$ cat src/rtl/pipelined_add_sub.sv
// pipelined_add_sub: segmented-carry pipelined adder/subtractor.
// Define PIPE_ADD_FLAGS_EN to build the overflow/zero/lt flags.
module pipelined_add_sub #(
  parameter int N     = 32,
  parameter int SEG_W = 8
) (
  input  logic         clk,
  input  logic         rst,
  input  logic         in_valid,
  output logic         in_ready,
  input  logic [N-1:0] a,
  input  logic [N-1:0] b,
  input  logic         cin,
  input  logic         sub,
  output logic         out_valid,
  input  logic         out_ready,
  output logic [N-1:0] sum,
  output logic         cout,
  output logic         overflow,
  output logic         zero,
  output logic         lt
);

  localparam int STAGES = N / SEG_W;
  localparam int L      = STAGES - 1;

  // c is carry-in on the input side, carry-out once registered
  typedef struct packed {
    logic         v;
    logic         c;
    logic [N-1:0] s;
    logic [N-1:0] a;
    logic [N-1:0] b;
`ifdef PIPE_ADD_FLAGS_EN
    logic         sa;
    logic         sb;
    logic         sub;
`endif
  } stg_t;

  stg_t           in_s [STAGES];
  stg_t           nx_s [STAGES];
  stg_t           st_q [STAGES];
  logic [SEG_W:0] seg  [STAGES];
  logic           advance;

  assign advance  = !st_q[L].v || out_ready;
  assign in_ready = advance;

  always_comb begin
    in_s[0]   = '0;
    in_s[0].v = in_valid;
    in_s[0].c = sub | cin;
    in_s[0].a = a;
    in_s[0].b = sub ? ~b : b;
`ifdef PIPE_ADD_FLAGS_EN
    in_s[0].sa  = a[N-1];
    in_s[0].sb  = in_s[0].b[N-1];
    in_s[0].sub = sub;
`endif
    for (int k = 1; k < STAGES; k++) begin
      in_s[k] = st_q[k-1];
    end
  end

  always_comb begin
    for (int k = 0; k < STAGES; k++) begin
      seg[k] = {1'b0, in_s[k].a[k*SEG_W +: SEG_W]}
             + {1'b0, in_s[k].b[k*SEG_W +: SEG_W]}
             + (SEG_W+1)'(in_s[k].c);
      nx_s[k] = in_s[k];
      nx_s[k].s[k*SEG_W +: SEG_W] = seg[k][SEG_W-1:0];
      nx_s[k].c = seg[k][SEG_W];
    end
  end

  // bubbles only clear the valid bit so idle outputs stay quiet
  always_ff @(posedge clk) begin
    if (rst) begin
      for (int k = 0; k < STAGES; k++) begin
        st_q[k] <= '0;
      end
    end else if (advance) begin
      for (int k = 0; k < STAGES; k++) begin
        if (in_s[k].v) begin
          st_q[k] <= nx_s[k];
        end else begin
          st_q[k].v <= 1'b0;
        end
      end
    end
  end

  assign out_valid = st_q[L].v;
  assign sum       = st_q[L].s;
  assign cout      = st_q[L].c;

`ifdef PIPE_ADD_FLAGS_EN
  logic ov_n;
  logic ov_q;
  logic z_q;
  logic lt_q;

  always_comb begin
    ov_n = (in_s[L].sa == in_s[L].sb)
        && (nx_s[L].s[N-1] != in_s[L].sa);
  end

  always_ff @(posedge clk) begin
    if (rst) begin
      ov_q <= 1'b0;
      z_q  <= 1'b0;
      lt_q <= 1'b0;
    end else if (advance && in_s[L].v) begin
      ov_q <= ov_n;
      z_q  <= (nx_s[L].s == '0);
      lt_q <= in_s[L].sub & (nx_s[L].s[N-1] ^ ov_n);
    end
  end

  assign overflow = ov_q;
  assign zero     = z_q;
  assign lt       = lt_q;
`else
  assign overflow = 1'b0;
  assign zero     = 1'b0;
  assign lt       = 1'b0;
`endif

endmodule

$ cat config.mk
export PLATFORM = sky130hd
export DESIGN_NAME = pipelined_add_sub
export DESIGN_NICKNAME = d
export VERILOG_FILES = /design/src/rtl/pipelined_add_sub.sv
export SDC_FILE = /design/constraint.sdc
export NUM_CORES = 1
export LEC_CHECK = 0
export BUFFER_PORTS_ARGS = -buffer_cell sky130_fd_sc_hd__clkbuf_2
export CORE_UTILIZATION = 53
export CTS_BUF_LIST = sky130_fd_sc_hd__clkbuf_4
export CTS_CLUSTER_DIAMETER = 60
export DETAILED_ROUTE_END_ITERATION = 8
export GPL_ROUTABILITY_DRIVEN = 1
export PLACE_DENSITY = 0.85
export SYNTH_ARGS = -nofsm -noshare
export SYNTH_HDL_FRONTEND = slang
export SYNTH_SLANG_ARGS = --single-unit
$ cat constraint.sdc
create_clock -name clk -period 3.55 [get_ports clk]
set_input_delay 0.355 -clock clk [delete_from_list [all_inputs] [get_ports clk]]
set_output_delay 0.355 -clock clk [all_outputs]
set_load 0.02 [all_outputs]
# --- Word-level counts from Yosys, hierarchy flattened ---
# Memories as Yosys holds them, arrays and structs flattened.
# Cells that the tools add are included.
op_classes:
  n_bitwise: 10
  muxes: 43
  add_sub_neg: 8
  reduce_logical: 2
  multipliers: 0
  n_shift: 0
  eq_ne: 0
  div: 0
  n_lt_le_gt_ge: 0
op_table:
  columns: ["operator", "count"]
  rows:
  - ["98-bit two-way mux", 4]
  - ["1-bit two-way mux", 38]
  - ["8-bit by 8-bit adder with 9-bit output", 4]
  - ["9-bit by 1-bit adder with 9-bit output", 4]
  - ["32-bit two-way mux", 1]
  - ["32-bit inverter", 1]
  - ["1-bit bitwise OR", 9]
  - ["1-bit logical NOT", 1]
  - ["1-bit logical OR", 1]
word_totals:
  rom_bits: 0
  n_memories: 1
  latch_bits: 0
  mem_bits_rw: 392
  register_bits: 0
  elab_cells: 64
  out_inout_bits: 38
mem_list:
  columns: ["name", "words", "word_bits", "rd", "rd_ports_with_merged_regs", "write_ports", "line_no", "rtl"]
  rows:
  - ["st_q", 4, 98, 4, 0, 4, "43", "stg_t st_q [STAGES];"]

# --- Logic depth before layout (Yosys ltp) ---
# An unclocked memory read counts as a cell.
logic_depth:
  depth_word: 8
  depth_mapped: 10
  ltp_nobuf: 8

# --- Worst setup path before layout ---
# No wires, ideal clock.
synth_timing:
  path_type: "input-to-reg"
  start: "input sub"
  end: "memory st_q[0][96] (netlist bit) (data pin)"
  arrival_time_ns: 2.508
  setup_ns: 0.261
  n_path_buf: 2
  path_stages: 10
  slack_ns: 0.782
  path_cell_list: "clkbuf_1 buf_2 or2_2 fa_1 inv_1 fa_1 nor2b_4 o31a_1 o31a_1 o311a_1"
synth_lines:
  columns: ["item", "line_no", "rtl"]
  rows:
  - ["start, declared", "14", "input logic sub,"]
  - ["end, declared", "43", null]

==> flow_summary_export.csv <==
group,metric,value,unit
clock_network,clock-sinks,184,
yosys,avgSynthCellArea,13.9,µm²
clock_network,post_cts_buffers,0,
yosys,synth_top_area_cell,"edfxtp_1",
cells_and_area,antenna_cells,0,
detailed_routing,drtIter0Drc,365,
detailed_routing,vias,4556,
critical_path,end_kind,"flip-flop",
pwr,leakage,3.82,nW
sta,hold_ws,0.0711,ns
yosys,synth_area_leaders,"edfxtp_1 66%, and2_1 9.4%, ha_1 4.2%",
yosys,synth-xor-area-share,4.08,%
yosys,yosys_warnings,0,
sta,rsz0062_at_grt,"no",
critical_path,crit_path_start_kind,"flip-flop",
grt,grt_usage,16.3,%
grt,grt_first_pass_wirelength,20700,µm
grt,first_global_vias,4435,
sta,setup-tns-final,0,ns
floorplanning,coreArea,15300,µm²
yosys,synthSimpleGateAreaFrac,15.9,%
floorplanning,start_util,54.6,%
critical_path,crit_type,"reg2reg",
yosys,synth_edf_count,184,
critical_path,critical_path_required,3.88,ns
sta,period_share,65.3,%
yosys,synth_compound_area_share,5.07,%
yosys,syn_area,8360,µm²
floorplanning,fp.dieW,128,µm
critical_path,cp_max_fo,2,
detailed_routing,drtPass1Iterations,5,
grt,antenna_found_initial,0,
floorplanning,die_h,128,µm
yosys,ys_seq_area_share,66.1,%
pwr,power_density,442,nW/µm²
clock_network,numCtsBuffers,17,
cells_and_area,syn_to_final_growth,11.6,%
pwr,p_total,0.00413,W
placement,portBuffers,104,
cells_and_area,largest_reg_flops,184,
detailed_routing,postRouteAntennaNets,0,
critical_path,arrival,2.64,ns
floorplanning,die_area,16300,µm²
floorplanning,ioPinCount,108,
worst_hold_path,hp-start,"a[18]",
yosys,synth_mux_area_share,0.359,%
clock_network,cts_resized,0,
yosys,ys_types,45,
sta,max_freq,432,MHz
flow_run,maxCapViolations,0,
placement,place_hpwl,9600,µm
sta,finalHoldViolations,0,
yosys,synth_top_cell_area_share,66.1,%
yosys,synth_top_family_by_area,"simple AND/OR/NAND/NOR gates",
yosys,synthAdderAreaFrac,6.11,%
yosys,synth.top_cells.by_count,"184 x edfxtp_1, 126 x and2_1, 41 x nor2_1",
clock_network,cts_tree,"yes",
yosys,synth_seq_cells,184,
pwr,max-vdd-ir-drop,0.275,mV
floorplanning,num_rows,45,
cells_and_area,drive_above_1_share,21.3,%
sta,fin_skew,0.0166,ns
clock_network,clockBufferDepth,2,
cells_and_area,top_regs,"st_q: 184 flops",
clock_network,htreeDepth,4,
yosys,ys_dominant_reg_cell,"edfxtp_1",
yosys,synthCells,600,
cells_and_area,fin_nets,812,
critical_path,startpoint,"st_q[0][8]$_SDFFCE_PN0P_",
clock_network,clock_latency,0.55,ns
worst_hold_path,min_path_type,"in2reg",
sta,drv_slew,0,
critical_path,r2r-start,"st_q[0][8]$_SDFFCE_PN0P_",
status,outcome,"finished, final reports clean",
cells_and_area,top_register,"st_q",
sta,period_needed,2.32,ns
sta,finalSetupViolCount,0,
detailed_routing,vias_per_cell,4.90,
detailed_routing,wl,12800,µm
sta,worst_slew_pin_slew,1.04,ns
clock_network,clkTransAtPathRegs,0.15,ns
grt,grt_max_degree,58,
placement,pre_cts_slack,0.904,ns
yosys,synth.most_common_cell,"edfxtp_1",
sta,finalWorstSetupSlack,1.23,ns
detailed_routing,wl_per_cell,13.8,µm
clock_network,cts_root_buf,"clkbuf_4",
sta,maxSlewHeadroom,30.3,%
detailed_routing,drc_errors,0,
cells_and_area,fillers,1172,
clock_network,ctsHoldBuffers,0,
yosys,async_flop_share,0,%
grt,overflow,0,
placement,gp_congestion,0.812,
[critical path: stages (launching register included)]
cell      delay [ns]
edfxtp_1        0.44
fa_1            0.47
fa_1            0.42
a21o_1          0.21
a221oi_2        0.31
o21ai_0         0.13
o211a_1         0.12
[power breakdown]
part | switching, W | internal (W)
clock network | 0.000741 | 0.000306
registers | 0.0000399 | 0.00255
logic | 0.000291 | 0.000200
total | 0.00107 | 0.00305
[final timing paths]
kind	end	slack, ns	depth (start not counted)
hold / removal	st_q[0][50]$_SDFFCE_PN0P_	0.07	2
hold reg to reg	st_q[3][82]$_SDFFCE_PN0P_	0.52	1
setup / recovery	st_q[1][96]$_SDFFCE_PN0P_	1.23	6
setup reg to reg	st_q[1][96]$_SDFFCE_PN0P_	1.23	6
[routing by layer]
| layer | up-vias | wire length, µm | global-route usage, % |
|---|---|---|---|
| li1 | 2328 | - | - |
| met1 | 2054 | 5690 | 20.5 |
| met2 | 152 | 6220 | 27.5 |
| met3 | 22 | 685 | 4.02 |
| met4 | 0 | 225 | 5.95 |
| met5 | - | 0 | 0 |
[final cells by class]
class | instances | area (µm²) | share of cell area (%)
sequential | 184 | 5530 | 59.2
multi-input combinational | 374 | 2650 | 28.4
timing repair buffer | 109 | 558 | 5.98
tap | 211 | 264 | 2.83
clock inverter | 15 | 135 | 1.45
clock buffer | 17 | 128 | 1.37
inverter | 20 | 75.1 | 0.804
[cells by family (layout without fill, tap and decap cells)]
logic type / count (synthesis) / count (layout)
adder cells (fa/ha/maj): 36 / 36
AO/OA/AOI/OAI: 58 / 58
XOR/XNOR: 39 / 39
flip-flops: 184 / 184
other: 1 / 3
multiplexers: 3 / 3
buffers and inverters: 44 / 161
AND/OR/NAND/NOR: 235 / 235
[cell usage in the layout, fill, tap and decap left out, drive strengths merged, types with 8 or more instances in the layout]
master  count
o21ai       8
ha         28
nand3       8
inv        29
o21a       11
nand2      22
edfxtp    184
and2      126
fa          8
clkbuf    121
nor2b      11
nor3       10
xor2        9
o31a        8
nor2       42
xnor2      30
[per-stage QoR]
| step | cells | area [µm²] | utilization [%] |
|---|---|---|---|
| 6_report | 930 | 9330 | 60.9 |
| 2_1_floorplan | 602 | 8370 | - |
| 5_1_grt | 930 | 9330 | 60.9 |
| 3_5_place_dp | 898 | 9070 | 59.2 |
| 3_3_place_gp | 898 | 9070 | 59.2 |
| 4_1_cts | 930 | 9330 | 60.9 |
(Power assumes the default switching activity.)
